`src/rtl/kamacore_pkg.sv`:
```
// Shared constants, opcode encoding and field positions for the kamacore pipeline.
package kamacore_pkg;

    localparam int unsigned CPU_WIDTH = 32;
    localparam int unsigned REG_COUNT = 32;
    localparam int unsigned REG_IDX_W = 5;

    localparam int unsigned OPC_MSB = 31;
    localparam int unsigned OPC_LSB = 26;
    localparam int unsigned RD_MSB  = 25;
    localparam int unsigned RD_LSB  = 21;
    localparam int unsigned RS1_MSB = 20;
    localparam int unsigned RS1_LSB = 16;
    localparam int unsigned RS2_MSB = 15;
    localparam int unsigned RS2_LSB = 11;
    localparam int unsigned IMM_MSB = 15;
    localparam int unsigned IMM_LSB = 0;

    typedef enum logic [5:0] {
        OP_NOP    = 6'd0,
        OP_ALU    = 6'd1,
        OP_ALUI   = 6'd2,
        OP_LOAD   = 6'd3,
        OP_STORE  = 6'd4,
        OP_BRANCH = 6'd5
    } opcode_e;

    // Only register-register forms read the rs2 field; the rest reuse it as immediate bits.
    function automatic logic rs2_used(input logic [5:0] opc);
        return (opc == OP_ALU) || (opc == OP_STORE) || (opc == OP_BRANCH);
    endfunction

endpackage

```
`src/rtl/kamacore_stage_id_if.sv`:
```
// Decode-stage bus: fetch input, flush, write-back port and the ID/EX register outputs.
interface kamacore_stage_id_if #(
    parameter int unsigned CPU_WIDTH = kamacore_pkg::CPU_WIDTH,
    parameter int unsigned REG_IDX_W = kamacore_pkg::REG_IDX_W
);
    logic [CPU_WIDTH-1:0] if_instr;
    logic                 if_valid;
    logic                 flush;
    logic                 stall;
    logic                 wb_we;
    logic [REG_IDX_W-1:0] wb_rd;
    logic [CPU_WIDTH-1:0] wb_data;
    logic                 ex_valid;
    logic [5:0]           ex_opcode;
    logic [REG_IDX_W-1:0] ex_rd;
    logic [CPU_WIDTH-1:0] ex_rs1_val;
    logic [CPU_WIDTH-1:0] ex_rs2_val;
    logic [CPU_WIDTH-1:0] ex_imm;
    logic                 ex_is_load;
    logic                 ex_illegal;

    modport master (
        output if_instr, if_valid, flush, wb_we, wb_rd, wb_data,
        input  stall, ex_valid, ex_opcode, ex_rd, ex_rs1_val, ex_rs2_val,
               ex_imm, ex_is_load, ex_illegal
    );

    modport slave (
        input  if_instr, if_valid, flush, wb_we, wb_rd, wb_data,
        output stall, ex_valid, ex_opcode, ex_rd, ex_rs1_val, ex_rs2_val,
               ex_imm, ex_is_load, ex_illegal
    );
endinterface

```
`src/rtl/kamacore_regfile.sv`:
```
// 2R1W register file with x0 hardwired to zero, async clear and write-through reads.
module kamacore_regfile #(
    parameter int unsigned DATA_W    = kamacore_pkg::CPU_WIDTH,
    parameter int unsigned REG_COUNT = kamacore_pkg::REG_COUNT,
    parameter int unsigned IDX_W     = kamacore_pkg::REG_IDX_W
) (
    input  logic              clk,
    input  logic              rst,
    input  logic              we_i,
    input  logic [IDX_W-1:0]  wa_i,
    input  logic [DATA_W-1:0] wd_i,
    input  logic [IDX_W-1:0]  ra1_i,
    output logic [DATA_W-1:0] rd1_o,
    input  logic [IDX_W-1:0]  ra2_i,
    output logic [DATA_W-1:0] rd2_o
);

    logic [DATA_W-1:0] regs_q [REG_COUNT];

    always_ff @(posedge clk or posedge rst) begin
        if (rst) begin
            regs_q <= '{default: '0};
        end else if (we_i && (wa_i != '0)) begin
            regs_q[wa_i] <= wd_i;
        end
    end

    // A same-cycle write wins over the stored value so decode never sees stale data.
    always_comb begin
        rd1_o = '0;
        rd2_o = '0;
        if (ra1_i != '0) begin
            rd1_o = (we_i && (wa_i == ra1_i)) ? wd_i : regs_q[ra1_i];
        end
        if (ra2_i != '0) begin
            rd2_o = (we_i && (wa_i == ra2_i)) ? wd_i : regs_q[ra2_i];
        end
    end

endmodule

```
`src/rtl/kamacore_stage_id.sv`:
```
// Instruction decode stage: field extraction, register read, load-use stall and ID/EX register.
module kamacore_stage_id #(
    parameter int unsigned CPU_WIDTH = kamacore_pkg::CPU_WIDTH,
    parameter int unsigned REG_COUNT = kamacore_pkg::REG_COUNT
) (
    input  logic                  clk,
    input  logic                  rst,
    kamacore_stage_id_if.slave    id
);
    import kamacore_pkg::*;

    logic [CPU_WIDTH-1:0] instr;
    logic [5:0]           opc;
    logic [REG_IDX_W-1:0] rd, rs1, rs2;
    logic [15:0]          imm;
    logic                 legal, uses_rs2, stall;
    logic [CPU_WIDTH-1:0] rs1_val, rs2_val;

    logic                 ex_valid_q, ex_is_load_q, ex_illegal_q;
    logic [5:0]           ex_opcode_q;
    logic [REG_IDX_W-1:0] ex_rd_q;
    logic [CPU_WIDTH-1:0] ex_rs1_val_q, ex_rs2_val_q, ex_imm_q;

    assign instr    = id.if_instr;
    assign opc      = instr[OPC_MSB:OPC_LSB];
    assign rd       = instr[RD_MSB:RD_LSB];
    assign rs1      = instr[RS1_MSB:RS1_LSB];
    assign rs2      = instr[RS2_MSB:RS2_LSB];
    assign imm      = instr[IMM_MSB:IMM_LSB];
    assign legal    = (opc <= OP_BRANCH);
    assign uses_rs2 = rs2_used(opc);

    kamacore_regfile #(
        .DATA_W    (CPU_WIDTH),
        .REG_COUNT (REG_COUNT),
        .IDX_W     (REG_IDX_W)
    ) u_regfile (
        .clk   (clk),
        .rst   (rst),
        .we_i  (id.wb_we),
        .wa_i  (id.wb_rd),
        .wd_i  (id.wb_data),
        .ra1_i (rs1),
        .rd1_o (rs1_val),
        .ra2_i (rs2),
        .rd2_o (rs2_val)
    );

    // Flush drops the consumer, so it also cancels any pending load-use stall.
    assign stall = ex_valid_q && ex_is_load_q && (ex_rd_q != '0)
                   && ((ex_rd_q == rs1) || (uses_rs2 && (ex_rd_q == rs2)))
                   && id.if_valid && !id.flush;

    always_ff @(posedge clk or posedge rst) begin
        if (rst) begin
            ex_valid_q   <= 1'b0;
            ex_illegal_q <= 1'b0;
            ex_is_load_q <= 1'b0;
            ex_opcode_q  <= '0;
            ex_rd_q      <= '0;
            ex_rs1_val_q <= '0;
            ex_rs2_val_q <= '0;
            ex_imm_q     <= '0;
        end else if (id.flush || stall) begin
            ex_valid_q   <= 1'b0;
            ex_illegal_q <= 1'b0;
            ex_is_load_q <= 1'b0;
            ex_opcode_q  <= '0;
            ex_rd_q      <= '0;
            ex_rs1_val_q <= '0;
            ex_rs2_val_q <= '0;
            ex_imm_q     <= '0;
        end else begin
            ex_valid_q   <= id.if_valid && legal && (opc != OP_NOP);
            ex_illegal_q <= id.if_valid && !legal;
            ex_is_load_q <= (opc == OP_LOAD);
            ex_opcode_q  <= opc;
            ex_rd_q      <= rd;
            ex_rs1_val_q <= rs1_val;
            ex_rs2_val_q <= rs2_val;
            ex_imm_q     <= {{(CPU_WIDTH-16){imm[15]}}, imm};
        end
    end

    assign id.stall      = stall;
    assign id.ex_valid   = ex_valid_q;
    assign id.ex_illegal = ex_illegal_q;
    assign id.ex_is_load = ex_is_load_q;
    assign id.ex_opcode  = ex_opcode_q;
    assign id.ex_rd      = ex_rd_q;
    assign id.ex_rs1_val = ex_rs1_val_q;
    assign id.ex_rs2_val = ex_rs2_val_q;
    assign id.ex_imm     = ex_imm_q;

endmodule
```
`src/flat_wrapper.sv`:
```
// flat-port wrapper written by rule: the top's interface ports become plain ports
module kamacore_stage_id_flat import kamacore_pkg::*;
#(
    parameter int unsigned CPU_WIDTH = kamacore_pkg::CPU_WIDTH,
    parameter int unsigned REG_COUNT = kamacore_pkg::REG_COUNT
)
  (clk, rst, id_if_instr, id_if_valid, id_flush, id_wb_we, id_wb_rd, id_wb_data, id_stall, id_ex_valid, id_ex_opcode, id_ex_rd, id_ex_rs1_val, id_ex_rs2_val, id_ex_imm, id_ex_is_load, id_ex_illegal);
  kamacore_stage_id_if #(.CPU_WIDTH(CPU_WIDTH)) id_i ();
  input  logic clk;
  input  logic rst;
  input wire logic [$bits(id_i.if_instr)-1:0] id_if_instr;
  input wire logic [$bits(id_i.if_valid)-1:0] id_if_valid;
  input wire logic [$bits(id_i.flush)-1:0] id_flush;
  input wire logic [$bits(id_i.wb_we)-1:0] id_wb_we;
  input wire logic [$bits(id_i.wb_rd)-1:0] id_wb_rd;
  input wire logic [$bits(id_i.wb_data)-1:0] id_wb_data;
  output wire logic [$bits(id_i.stall)-1:0] id_stall;
  output wire logic [$bits(id_i.ex_valid)-1:0] id_ex_valid;
  output wire logic [$bits(id_i.ex_opcode)-1:0] id_ex_opcode;
  output wire logic [$bits(id_i.ex_rd)-1:0] id_ex_rd;
  output wire logic [$bits(id_i.ex_rs1_val)-1:0] id_ex_rs1_val;
  output wire logic [$bits(id_i.ex_rs2_val)-1:0] id_ex_rs2_val;
  output wire logic [$bits(id_i.ex_imm)-1:0] id_ex_imm;
  output wire logic [$bits(id_i.ex_is_load)-1:0] id_ex_is_load;
  output wire logic [$bits(id_i.ex_illegal)-1:0] id_ex_illegal;
  assign id_i.if_instr = id_if_instr;
  assign id_i.if_valid = id_if_valid;
  assign id_i.flush = id_flush;
  assign id_i.wb_we = id_wb_we;
  assign id_i.wb_rd = id_wb_rd;
  assign id_i.wb_data = id_wb_data;
  assign id_stall = id_i.stall;
  assign id_ex_valid = id_i.ex_valid;
  assign id_ex_opcode = id_i.ex_opcode;
  assign id_ex_rd = id_i.ex_rd;
  assign id_ex_rs1_val = id_i.ex_rs1_val;
  assign id_ex_rs2_val = id_i.ex_rs2_val;
  assign id_ex_imm = id_i.ex_imm;
  assign id_ex_is_load = id_i.ex_is_load;
  assign id_ex_illegal = id_i.ex_illegal;
  kamacore_stage_id #(.CPU_WIDTH(CPU_WIDTH), .REG_COUNT(REG_COUNT)) u_core (.clk(clk), .rst(rst), .id(id_i));
endmodule
```
`config.mk`:
```
export PLATFORM = sky130hd
export DESIGN_NAME = kamacore_stage_id_flat
export DESIGN_NICKNAME = d
export VERILOG_FILES = /design/src/rtl/kamacore_pkg.sv /design/src/rtl/kamacore_stage_id_if.sv /design/src/rtl/kamacore_regfile.sv /design/src/rtl/kamacore_stage_id.sv /design/src/flat_wrapper.sv
export SDC_FILE = /design/constraint.sdc
export NUM_CORES = 2
export LEC_CHECK = 0
export ABC_AREA = 1
export BUFFER_PORTS_ARGS = -buffer_cell sky130_fd_sc_hd__buf_4
export CAP_MARGIN = 20
export CELL_PAD_IN_SITES_DETAIL_PLACEMENT = 1
export CELL_PAD_IN_SITES_GLOBAL_PLACEMENT = 1
export CORE_MARGIN = 3
export CORE_UTILIZATION = 25
export CTS_BUF_LIST = sky130_fd_sc_hd__clkbuf_8
export CTS_CLUSTER_DIAMETER = 100
export CTS_CLUSTER_SIZE = 12
export DETAILED_ROUTE_END_ITERATION = 10
export GPL_TIMING_DRIVEN = 0
export MAX_ROUTING_LAYER = met4
export PLACE_DENSITY = 0.59
export SETUP_SLACK_MARGIN = 0.02
export SLEW_MARGIN = 20
export SYNTH_ARGS = -nofsm -noshare
export SYNTH_HDL_FRONTEND = slang
export SYNTH_SLANG_ARGS = --single-unit
```
`constraint.sdc`:
```
create_clock -name clk -period 51.9 [get_ports clk]
set_input_delay 2.595 -clock clk [delete_from_list [all_inputs] [get_ports clk]]
set_output_delay 2.595 -clock clk [all_outputs]
set_load 0.005 [all_outputs]
```
-- Yosys cells after proc, flatten, opt, wreduce, memory -nomap -nowiden
Cells that the tools add are included.
- register bits: 1134
- bits in latches: 0
- bits in writable memories: 0
- bits in read-only memories: 0
- bits of input ports: 74
- output and inout port bits: 111
- logic and storage cells: 101
- memories kept: 0
- add/subtract/negate cells: 0
- multiply operators: 0
- div/mod/pow operators: 0
- $lt $le $gt $ge: 5
- eq/ne operators: 8
- shifts and indexed selects: 0
- muxes and demuxes: 21
- bitwise gates (word level): 3
- reductions and logical operators: 24
- operator list (kind ; number):
    1024-bit bitwise mux ; 1
    32-bit 2-to-1 mux ; 12
    32-bit binary-select mux with 5-bit select ; 2
    32-bit demux with 5-bit select ; 1
    5-bit == test ; 4
    5-bit nonzero test ; 4
    6-bit greater-or-equal comparator (second input constant) ; 3
    5-bit NOT with 6-bit output ; 3
    1-bit logical AND ; 13
    6-bit by 3-bit == test with 1-bit output (second input constant) ; 2
    6-bit by 1-bit == test with 1-bit output (second input constant) ; 1
    6-bit by 2-bit == test with 1-bit output (second input constant) ; 1
    6-bit by 3-bit <= comparator with 1-bit output (second input constant) ; 1
    6-bit by 1-bit less-than comparator with 1-bit output (second input constant) ; 1
    6-bit 2-to-1 mux ; 1
    6-bit nonzero test ; 1
    5-bit 2-to-1 mux ; 1
    1-bit logical OR ; 4
    1-bit 2-to-1 mux ; 3
    1-bit logical NOT ; 2

-- Longest topological paths before layout
- depth after elaboration: 10
- mapped depth: 14
- gate-level depth less buffers: 11

-- By module
Synthesis repeated with hierarchy kept, for this count alone.
- cells, all modules: 9211
- area, all modules: 62881.6 um^2
- by module, submodules not included (module ; times used ; cells an instance ; area each (um^2) ; seq. area each (um^2)):
    kamacore_regfile ; 1 ; 8843 ; 59360.7 ; 25624.6
    kamacore_stage_id ; 1 ; 368 ; 3520.9 ; 2352.3

-- Worst setup path after synthesis
No wires, ideal clock.
- path type: input -> output
- from: input port id_if_instr[20]
- to: output port id_stall
- data arrival time: 3.668 ns
- required time: 49.305 ns
- path slack: 45.637 ns
- cell stages on the path: 10
- path buffers: 2
- cell sequence: buf_2 clkinv_1 nand2_1 nand2_1 nor2_1 nand3_1 o21ai_0 nand2_1 clkbuf_1 nor2_1
- word-level cells in the longest chain between the ends: 5
- RTL lines (item ; line ; RTL):
    from (decl) ; flat_wrapper.sv:11 ; input wire logic [$bits(id_i.if_instr)-1:0] id_if_instr;
    5-bit == test ; kamacore_stage_id.sv:51 ; && ((ex_rd_q == rs1) || (uses_rs2 && (ex_rd_q == rs2)))
    1-bit logical OR ; kamacore_stage_id.sv:51 ;
    1-bit logical AND ; kamacore_stage_id.sv:51 ;
    1-bit logical AND (2 in series) ; kamacore_stage_id.sv:52 ; && id.if_valid && !id.flush;
    to (decl) ; flat_wrapper.sv:17 ; output wire logic [$bits(id_i.stall)-1:0] id_stall;
Every way passes these cells.

-- Worst setup path in the final report
Ends and elaborated chain as after synthesis.

==> out/metrics.cfg <==
[placed_design]
gp_congestion=1.06
hpwl_um=368000
place_area_um2=67300
dpl.cell_count=12000
place_ws_ns=43.77
io_buffers=177

[global_routing]
gr-total-overflow=0
antenna_found_initial=96
grtUsageTotal_pct=38.6
grt_first_pass_wirelength_um=629000
first_global_vias=67400
grt_max_degree=101

[final_layout]
layout-drive-gt1-share_pct=7.20
nets=9011
stdcell_area_um2=69300
stdcell_count=12200
nFillCells=29700
syn_to_final_growth_pct=14.0

[critical_path]
cp_data_arrival_time_ns=5.65
cp_max_fo=10
endpoint_kind=output port
required_ns=49.31
path_class=in2out
cp-start-kind=input pin

[timing]
tns_ns=0
fin_ws_ns=43.65
hold_violations=0
fin_skew_ns=0.0784
hold_ws_ns=0.492
setup_viol=0
min_period_over_period_pct=15.9
tightest_slew_ns=1.42
rsz0062_at_grt=false
slew_headroom_pct=5.59
fmax_mhz=121
maxSlewViolCount=0
fin_crit_ns=8.25

[yosys]
synthFlopType=dfrtp_1
ys_types=27
syn_inst=8603
synth_nets=8677
synth_seq_cells=1118
avgSynthCellArea_um2=7.06
synthTopCellsByCount=2675 x nand2_1, 1374 x o21ai_0, 1118 x dfrtp_1
synth_top_area_share_pct=46.1
synth_edf_count=0
synth_area_um2=60700
synth_async_sr_flop_share_pct=100
synth_top_area_cell=dfrtp_1
synth_area_leaders=dfrtp_1 46%, nand2_1 17%, o21ai_0 11%
yosysSeqAreaShare_pct=46.1
ys_warn_count=0
yosysMostFrequentCell=nand2_1

[clocking]
clk_pin_slew_ns=0.09
htree_levels=3
cts_resized=0
ctsHoldBuffers=0
insertion_delay_ns=1.01
cts_tree=built
root_buffer=clkbuf_8
cts_max_path_buffers=3
clock_sinks=1118
numCtsBuffers=108
post-cts-setup-buffer-count=0

[power_and_ir_drop]
power_density_nw_per_um2=34.5
peakVddDrop_mv=0.0213
p_leak_nw=31.2

[detailed_routing]
vias=69800
first_pass_iters=6
vias_per_cell=5.71
ant_nets=0
drt_wl_total_um=482000
drt_iter0_markers=9086
drc=0
wl_per_cell_um=39.4

[outcome]
outcome=finished clean

[die]
core_area_um2=241000
fp-row-count=180
die_area_um2=249000
ios=185
die_w_um=499
die_y_um=499
start_util_pct=25.2

[run]
maxCapViolations=0

[worst_hold_path]
min_path_type=reg2reg

[power by group]
group	internal (mW)	leakage (nW)	switching (mW)	total, mW
sequential	1.03	14.3	0.122	1.15
combinational	0.171	16.0	0.484	0.655
clock	0.214	0.917	0.370	0.584
total	1.41	31.2	0.976	2.39
[layer usage]
metal  vias to the layer above  track usage [%]  routed length, µm
li1                      28700                -                  -
met4                         0             27.2              40200
met3                      1026             8.68              42200
met5                         -                -                  0
met2                      3885             55.0             203000
met1                     36100             48.2             197000
[critical path, cell delays in order]
cell and delay, ns:
buf_2 0.29, clkinv_1 0.97, nand2_1 0.27, nand2_1 0.09
nor2_1 0.13, nand3_1 0.12, o21ai_0 0.11, nand2_1 0.27
clkbuf_1 0.47, nor2_1 0.20, buf_4 0.13
[per-stage QoR]
step | power, mW | util [%]
floorplan | 1.45 | -
detailed placement | 1.79 | 27.9
finish | 2.39 | 28.7
CTS | 2.36 | 28.6
global route | 2.47 | 28.7
global placement | 1.76 | 27.4
[path summary, 6_finish.rpt]
| kind | to | cells after the start | slack (ns) | from |
|---|---|---|---|---|
| min in group asynchronous | u_core.u_regfile.regs_q[274] | 2 | 1.65 | rst |
| worst min register to register | u_core.u_regfile.regs_q[174] | 2 | 0.49 | u_core.u_regfile.regs_q[174] |
| worst max register to register | u_core.id.ex_rs2_val[0] | 9 | 48.21 | u_core.id.ex_rd[1] |
| worst max-delay path | id_stall | 11 | 43.65 | id_if_instr[20] |
| max in group asynchronous | u_core.u_regfile.regs_q[951] | 6 | 47.88 | rst |
| worst min-delay path | u_core.u_regfile.regs_q[174] | 2 | 0.49 | u_core.u_regfile.regs_q[174] |
[state kept, by name, indices dropped and copies added (netlist names)]
name	flops
u_core.id.ex_rs1_val	32
u_core.id.ex_is_load	1
u_core.id.ex_opcode	6
u_core.id.ex_valid	1
u_core.id.ex_imm	16
u_core.id.ex_rs2_val	32
u_core.id.ex_illegal	1
u_core.id.ex_rd	5
u_core.u_regfile.regs_q	1024
[cells by family after synthesis]
kind of cell              share of synthesized area (%)
xor gates and xnor gates                         0.0865
buffers and inverters                              7.74
and+or+nand+nor                                    28.2
DFF                                                46.1
AOI/OAI and AO/OA                                  17.9
[layout by cell type (no fill, tap or decap), drive strengths merged]
master    instances
nand2          2683
clkinvlp          2
or2              16
o211ai          296
nor4              1
inv             410
bufinv            4
dfrtp          1118
o22ai             4
xor2              4
nor2            862
diode            78
a21oi           320
xnor2             2
nand3           491
buf             399
clkbuf          698
nand4           131
clkinv           35
nor3             79
and3              1
o21ai          1400
[area by class of cell]
cell class	instances	area (µm²)	share of cell area, %
repair buffers	224	2410	3.48
multi-input cells	6290	28100	40.6
diodes	78	195	0.282
well taps	3185	3990	5.75
plain buffers	761	3210	4.63
clock inverters	17	205	0.296
inverters	434	1640	2.36
flip-flops and latches	1118	28000	40.4
clock buffers	112	1540	2.23
Note: power is estimated with default switching activity, not from simulation.
